<file path="src/rtl/wisc_pkg.sv">
// Shared types for the WISC memory stage: FSM state encoding,
// default datapath widths and the EX/MEM and MEM/WB register bundles.
package wisc_pkg;

    localparam int WISC_DATA_W = 16;
    localparam int WISC_REG_W  = 4;

    typedef enum logic {
        IDLE,
        WAIT
    } mem_state_t;

    typedef struct packed {
        logic [WISC_DATA_W-1:0] alu_out;
        logic [WISC_DATA_W-1:0] rt_data;
        logic [WISC_REG_W-1:0]  dest;
        logic                   is_mem;
        logic                   mem_write;
        logic                   reg_write;
        logic                   mem_to_reg;
    } exmem_t;

    typedef struct packed {
        logic                   valid;
        logic                   reg_write;
        logic [WISC_REG_W-1:0]  dest;
        logic [WISC_DATA_W-1:0] data;
    } memwb_t;

endpackage

</file>
<file path="src/rtl/mem_access_fsm.sv">
// Data-memory access FSM: tracks an outstanding request, decides when the
// EX/MEM entry retires and back-pressures the execute stage.
// Ports: clk, rst_n (sync, active-low); exmem_valid, is_mem, mem_ack in;
//        retire, ex_ready, timeout (forced retire), mem_err (sticky) out.
// Optional watchdog enabled by MEM_STAGE_TIMEOUT_EN.
module mem_access_fsm
    import wisc_pkg::*;
#(
    parameter int TIMEOUT_CYC = 15
) (
    input  logic clk,
    input  logic rst_n,
    input  logic exmem_valid,
    input  logic is_mem,
    input  logic mem_ack,
    output logic retire,
    output logic ex_ready,
    output logic timeout,
    output logic mem_err
);

    mem_state_t state;
    logic       req;

    assign req = exmem_valid & is_mem;

`ifdef MEM_STAGE_TIMEOUT_EN
    localparam int CNT_W = $clog2(TIMEOUT_CYC + 1);

    // cnt = request cycles already spent without an ack (0 in IDLE)
    logic [CNT_W-1:0] cnt;

    assign timeout = req & ~mem_ack
                   & (cnt == CNT_W'(TIMEOUT_CYC - 1));

    always_ff @(posedge clk) begin
        if (!rst_n) begin
            cnt     <= '0;
            mem_err <= 1'b0;
        end else begin
            if (req && !mem_ack && !timeout)
                cnt <= cnt + 1'b1;
            else
                cnt <= '0;
            if (timeout)
                mem_err <= 1'b1;
        end
    end
`else
    assign timeout = 1'b0;
    assign mem_err = 1'b0;
`endif

    assign retire   = exmem_valid & (~is_mem | mem_ack | timeout);
    assign ex_ready = ~exmem_valid | retire;

    always_ff @(posedge clk) begin
        if (!rst_n) begin
            state <= IDLE;
        end else begin
            unique case (state)
                IDLE:
                    if (req && !mem_ack && !timeout)
                        state <= WAIT;
                WAIT:
                    if (!req || mem_ack || timeout)
                        state <= IDLE;
                default:
                    state <= IDLE;
            endcase
        end
    end

endmodule

</file>
<file path="src/rtl/mem_stage.sv">
// WISC memory stage: EX/MEM and MEM/WB registers, data-memory handshake,
// execute-stage stall and both forwarding sources (ex2ex, mem2ex=wb_data).
// Ports: clk, rst_n (sync, active-low); ex_* capture bundle + ex_ready;
//        mem_req/we/addr/wdata/rdata/ack memory port; ex2ex_data,
//        exmem_dest, exmem_reg_write forwarding; wb_* MEM/WB; mem_err.
// Optional watchdog enabled by MEM_STAGE_TIMEOUT_EN.
module mem_stage
    import wisc_pkg::*;
#(
    parameter int DATA_W      = WISC_DATA_W,
    parameter int REG_W       = WISC_REG_W,
    parameter int TIMEOUT_CYC = 15
) (
    input  logic              clk,
    input  logic              rst_n,
    input  logic              ex_valid,
    output logic              ex_ready,
    input  logic [DATA_W-1:0] ex_alu_out,
    input  logic [DATA_W-1:0] ex_rt_data,
    input  logic [REG_W-1:0]  ex_dest_reg,
    input  logic              ex_mem_read,
    input  logic              ex_mem_write,
    input  logic              ex_reg_write,
    input  logic              ex_mem_to_reg,
    output logic              mem_req,
    output logic              mem_we,
    output logic [DATA_W-1:0] mem_addr,
    output logic [DATA_W-1:0] mem_wdata,
    input  logic [DATA_W-1:0] mem_rdata,
    input  logic              mem_ack,
    output logic [DATA_W-1:0] ex2ex_data,
    output logic [REG_W-1:0]  exmem_dest,
    output logic              exmem_reg_write,
    output logic              wb_valid,
    output logic              wb_reg_write,
    output logic [REG_W-1:0]  wb_dest,
    output logic [DATA_W-1:0] wb_data,
    output logic              mem_err
);

    logic   exmem_valid;
    exmem_t exmem;
    memwb_t memwb;
    logic   retire;
    logic   timeout;

    mem_access_fsm #(
        .TIMEOUT_CYC(TIMEOUT_CYC)
    ) u_fsm (
        .clk        (clk),
        .rst_n      (rst_n),
        .exmem_valid(exmem_valid),
        .is_mem     (exmem.is_mem),
        .mem_ack    (mem_ack),
        .retire     (retire),
        .ex_ready   (ex_ready),
        .timeout    (timeout),
        .mem_err    (mem_err)
    );

    // Request fields come straight from EX/MEM, so they stay stable
    // for as long as the entry is held.
    assign mem_req   = exmem_valid & exmem.is_mem;
    assign mem_we    = exmem.mem_write;
    assign mem_addr  = exmem.alu_out;
    assign mem_wdata = exmem.rt_data;

    // Stale EX/MEM content must not be seen as a forwarding source.
    assign ex2ex_data      = exmem.alu_out;
    assign exmem_dest      = exmem.dest;
    assign exmem_reg_write = exmem.reg_write & exmem_valid;

    assign wb_valid     = memwb.valid;
    assign wb_reg_write = memwb.reg_write;
    assign wb_dest      = memwb.dest;
    assign wb_data      = memwb.data;

    always_ff @(posedge clk) begin
        if (!rst_n) begin
            exmem_valid <= 1'b0;
            exmem       <= '0;
            memwb       <= '0;
        end else begin
            if (ex_valid && ex_ready) begin
                exmem_valid      <= 1'b1;
                exmem.alu_out    <= ex_alu_out;
                exmem.rt_data    <= ex_rt_data;
                exmem.dest       <= ex_dest_reg;
                exmem.is_mem     <= ex_mem_read | ex_mem_write;
                exmem.mem_write  <= ex_mem_write;
                exmem.reg_write  <= ex_reg_write;
                exmem.mem_to_reg <= ex_mem_to_reg;
            end else if (retire) begin
                exmem_valid <= 1'b0;
            end

            memwb.valid <= retire;
            if (retire) begin
                memwb.dest      <= exmem.dest;
                // A watchdog-forced retire must never write the register file.
                memwb.reg_write <= exmem.reg_write & ~timeout;
                if (timeout)
                    memwb.data <= '0;
                else if (exmem.mem_to_reg)
                    memwb.data <= mem_rdata;
                else
                    memwb.data <= exmem.alu_out;
            end
        end
    end

endmodule

</file>
<file path="config.mk">
export PLATFORM = sky130hd
export DESIGN_NAME = mem_stage
export DESIGN_NICKNAME = d
export VERILOG_FILES = /design/src/rtl/wisc_pkg.sv /design/src/rtl/mem_access_fsm.sv /design/src/rtl/mem_stage.sv
export SDC_FILE = /design/constraint.sdc
export NUM_CORES = 1
export LEC_CHECK = 0
export CORE_ASPECT_RATIO = 1.5
export CORE_MARGIN = 8
export CORE_UTILIZATION = 43
export CTS_CLUSTER_SIZE = 14
export DETAILED_ROUTE_END_ITERATION = 16
export PLACE_DENSITY_LB_ADDON = 0.3
export SETUP_SLACK_MARGIN = 0.3
export SLEW_MARGIN = 5
export SYNTH_ARGS = -nofsm -noshare
export SYNTH_HDL_FRONTEND = slang
export SYNTH_SLANG_ARGS = --single-unit
</file>
<file path="constraint.sdc">
create_clock -name clk -period 2.8 [get_ports clk]
set_clock_uncertainty 0.05 [all_clocks]
set_input_delay 0.56 -clock clk [delete_from_list [all_inputs] [get_ports clk]]
set_output_delay 0.56 -clock clk [all_outputs]
set_load 0.02 [all_outputs]
</file>
* Yosys cells after proc, flatten, opt, wreduce, memory -nomap -nowiden *
Cells that the tools add are included.

operators by class
  reductions and logical operators = 2
  bitwise gates (word level) = 8
  muxes and demuxes = 3

operators with widths
  kind               number
  $mux 16            1
  $and 1x1->1        3
  $or 1x1->1         3
  $mux 1             2
  $not 1->1          2
  $reduce_bool 2->1  1
  $logic_and 1x1->1  1

storage, ports and cells
  word-level logic and storage cells = 25
  register bits = 63
  output and inout bits = 79

* Depth between registers and ports, before layout *
  depth after elaboration = 6
  depth in mapped cells = 6

* Modules after synthesis *
A second synthesis with hierarchy kept.

unflattened totals
  cell total of the unflattened synthesis = 318
  area total of the unflattened synthesis = 3134.3 µm²

by module, submodules not included
  module          area an instance (µm²)  times used  cells an instance
  mem_stage       3095.5                  1           312
  mem_access_fsm  38.8                    1           6

* Worst setup path before layout *
OpenSTA, ideal clock, no wires.

  path type = register to output
  start = register exmem_valid
  end = output exmem_reg_write
  path slack = 1.196 ns
  data arrival time = 0.994 ns
  path buffers = 2
  cell stages (with the launch flop) = 4
  data required time = 2.190 ns
  cells stage by stage = dfxtp_1 -> buf_2 -> clkbuf_1 -> and2_1

on the way
  word-level cells in the longest chain between the ends = 1

RTL lines
  what                      RTL line         text
  start: declaration        mem_stage.sv:41  logic exmem_valid;
  start signal: assignment  mem_stage.sv:80  exmem_valid <= 1'b0;
  start signal: assignment  mem_stage.sv:85  exmem_valid <= 1'b1;
  start signal: assignment  mem_stage.sv:94  exmem_valid <= 1'b0;
  $and 1x1->1               mem_stage.sv:71  assign exmem_reg_write = exmem.reg_write & exmem_valid;
  end: declaration          mem_stage.sv:33  output logic exmem_reg_write,

No other way between the ends.

* Worst setup path after layout *
  start = input mem_ack
  end = output ex_ready

on the way
  word-level cells in the longest chain between the ends = 3

RTL lines
  what                RTL line              text
  start: declaration  mem_stage.sv:30       input logic mem_ack,
  $or 1x1->1          mem_access_fsm.sv:54  assign retire = exmem_valid & (~is_mem | mem_ack | timeout);
  $and 1x1->1         mem_access_fsm.sv:54
  $or 1x1->1          mem_access_fsm.sv:55  assign ex_ready = ~exmem_valid | retire;
  end: declaration    mem_stage.sv:17       output logic ex_ready,

No other way between the ends.

==> impl_results.md <==
- Maximum fanout along the worst path: 2
- Tot Pwr: 2.302 mW
- Ports: 139
- Worst-Margin Slew: 0.7363 ns
- Top cell type's share of synthesized area: 41.93%
- Sequential area share after synthesis: 41.93%
- DP Worst Slack: 0.3931 ns
- Die Area: 9982 sq um
- Peak supply drop: 0.3612 mV
- Slew HR: 50.86%
- Final worst slack: 0.3901 ns
- Post-synth top area cell: dfxtp_1
- Hold path depth: 2
- Power share of the sequential group: 43.3%
- Starting density of the core: 44.20%
- Die width: 84.29 microns
- Clock sink count: 63
- Final setup violation count: 0
- Fillers: 612
- Final hold violations: 0
- Hold Path Class: reg -> reg
- Switching Share: 26.62%
- P_sw: 0.6128 mW
- H-tree depth: 3
- Hold_sp: mem_wdata[4]
- Worst hold path endpoint: mem_wdata[4]
- Maximum clock rate: 415.0 MHz
- Initial antenna violation count: 1
- Post-synth top cells: nand2_1, dfxtp_1, buf_4, mux2i_1, a21oi_1
- Clock power frac: 35.7%
- Pin count of the biggest net entering global routing: 80
- Synth-to-Final Area Change: 39.93%
- Tmin final: 2.410 ns
- Hold buffer count at CTS: 0
- Routed Antenna Nets: 0
- Final setup TNS: 0 ns
- Critical path class: in -> out
- Arr. time, crit path: 1.80 ns
- Synth cell types: 21
- Combinational share of power: 21.1%
- Cell with the most instances after synthesis: nand2_1
- Flops & latches, synth: 63
- Die H: 118.4 microns
- Length in cells of the worst reg-to-reg path: 4
- Area of the core: 6805 sq um
- Max_cap viols: 0
- GPL Wtd Cong: 0.7036
- Leak: 1.652 nW
- Synth area leaders: dfxtp_1, mux2i_1, buf_4
- Period Utilization, post-route: 86.07%
- Clock Latency Late Sink: 0.34 ns
- Global route total overflow: 0
- CTS Buffer Depth: 2
- Share of layout cells above drive strength 1: 6.190%
- RSZ-0062 raised after global routing: false
- First-pass GRT wire length: 12820 microns
- Routed wire per std cell: 16.06 microns
- Post-CTS Resized: 0
- Crit. End Element: output pin
- Pwr dens: 546.9 nW/um^2
- NumNets Final: 475
- Number of global-route vias before repair: 2491
- CTS tree: built
- Total CTS buffers: 9
- Predominant post-synthesis flop cell: dfxtp_1
- Clk root buf: clkbuf_8
- DR pass1 iterations: 4
- CP Data Required Time: 2.19 ns
- Detailed placer's ending HPWL: 6031 microns
- Mean Syn Cell Area: 8.952 sq um
- Kind of start point of the critical path: input port
- Rows: 37
- Iter 0 DRT Violations: 121
- Synth warn: 0
- R2R setup slack: 1.11 ns
- # port buffers: 137
- Via/cell ratio: 4.854
- Synth Net Count: 396
- RR Endpoint: wb_data[9]
- Register Area: 1261 sq um
- Outcome: complete, no violations
- Area taken by multi-input logic gates: 1205 sq um
- Synth Cell Area: 3008 sq um
- Final-report max-slew violation count: 0
- Number of synthesized flops with an enable pin: 0
- Internal power: 1.689 mW
- Clock transition at path regs: 0.06 ns
- Post-Route WL: 8013 microns
- Vias: 2422
- Setup Fix Bufs, Post-CTS: 0
- Drt drc: 0
- Post-synth ARST share: 0%
- Cells after Synth: 336
- GRT Overall Usage: 16.02%
- Origin of the critical flop-to-flop path: exmem_valid
through the flow:
step / cells / utilization [%] / hold slack, ns / instance area (sq um)
3_5_place_dp: 482 / 58.74 / 0.4011 / 3998
3_3_place_gp: 482 / 58.74 / 0.3913 / 3998
4_1_cts: 498 / 61.81 / 0.4110 / 4207
2_1_floorplan: 336 / - / 0.3851 / 3008
5_1_grt: 499 / 61.85 / 0.4180 / 4209
6_report: 499 / 61.85 / 0.4098 / 4209
placed cells by master, fill, tap and decap left out:
cell               n
a21boi_4           1
nor3_1             1
inv_1              2
and2_1             2
buf_2              1
nand2b_1           1
a211oi_1          16
clkdlybuf4s50_1  136
mux2i_1           55
o21ai_0            6
buf_4              8
nor2_1             3
dfxtp_1           63
nand3_1            5
a31oi_1            1
clkinv_2           2
conb_1             1
nand2_1           79
bufinv_16          1
clkbuf_8          12
a21oi_1           22
nor2b_2            1
diode_2            1
clkbuf_1           1
power groups by stage:
stage | Clock [mW] | Combinational [mW] | Sequential [mW]
floorplan | 0 | 0.290 | 1.03
detailed placement | 0 | 0.489 | 1.02
global route | 0.891 | 0.519 | 1.00
CTS | 0.843 | 0.491 | 0.996
finish | 0.822 | 0.485 | 0.996
global placement | 0 | 0.483 | 1.01
cell families (layout without fill, tap and decap cells):
family                 after synthesis  count (layout)  share of synthesized area [%]
other                                1               2                         0.1247
AO/OA/AOI/OAI                       46              46                          9.485
AND/OR/NAND/NOR                     92              92                          12.15
flip-flops                          63              63                          41.93
multiplexers                        55              55                          18.30
buffers and inverters               79             163                          18.01
area by class of cell:
class,instances,share of cell area [%]
clock buffers,13,4.013
inverters,2,0.1784
well taps,78,2.319
clock inverters,3,0.9512
multi-input cells,194,28.63
repair buffers,145,33.89
diodes,1,0.05945
flip-flops and latches,63,29.96
flip-flops by register name, summed over array words and instances (netlist names):
| register | flops |
|---|---|
| mem_wdata | 16 |
| wb_dest | 4 |
| exmem_valid | 1 |
| ex2ex_data | 16 |
| exmem | 3 |
| wb_valid | 1 |
| wb_data | 16 |
| exmem_dest | 4 |
| mem_we | 1 |
| wb_reg_write | 1 |
routing by layer:
metal,part of all wire (%),up-vias,GRT usage (%)
met5,0,-,0
met4,1.2,0,7.809
met3,5.9,8,6.048
met2,53,73,27.39
met1,40,1121,16.67
li1,-,1220,-
worst max-delay path, stage by stage:
cell	delay, ns
clkdlybuf4s50_1	0.49
nor2b_2	0.05
nand2_1	0.08
clkdlybuf4s50_1	0.61
worst max-delay path by stage:
stage	from	to	slack, ns	depth (start not counted)
finish	mem_ack	ex_ready	0.39	4
global route	mem_ack	ex_ready	0.35	4
CTS	mem_ack	ex_ready	0.39	4
detailed placement	mem_ack	ex_ready	0.39	4
global placement	mem_ack	ex_ready	0.41	4
floorplan	exmem_valid	exmem_reg_write	1.20	3
(Power assumes the default switching activity.)
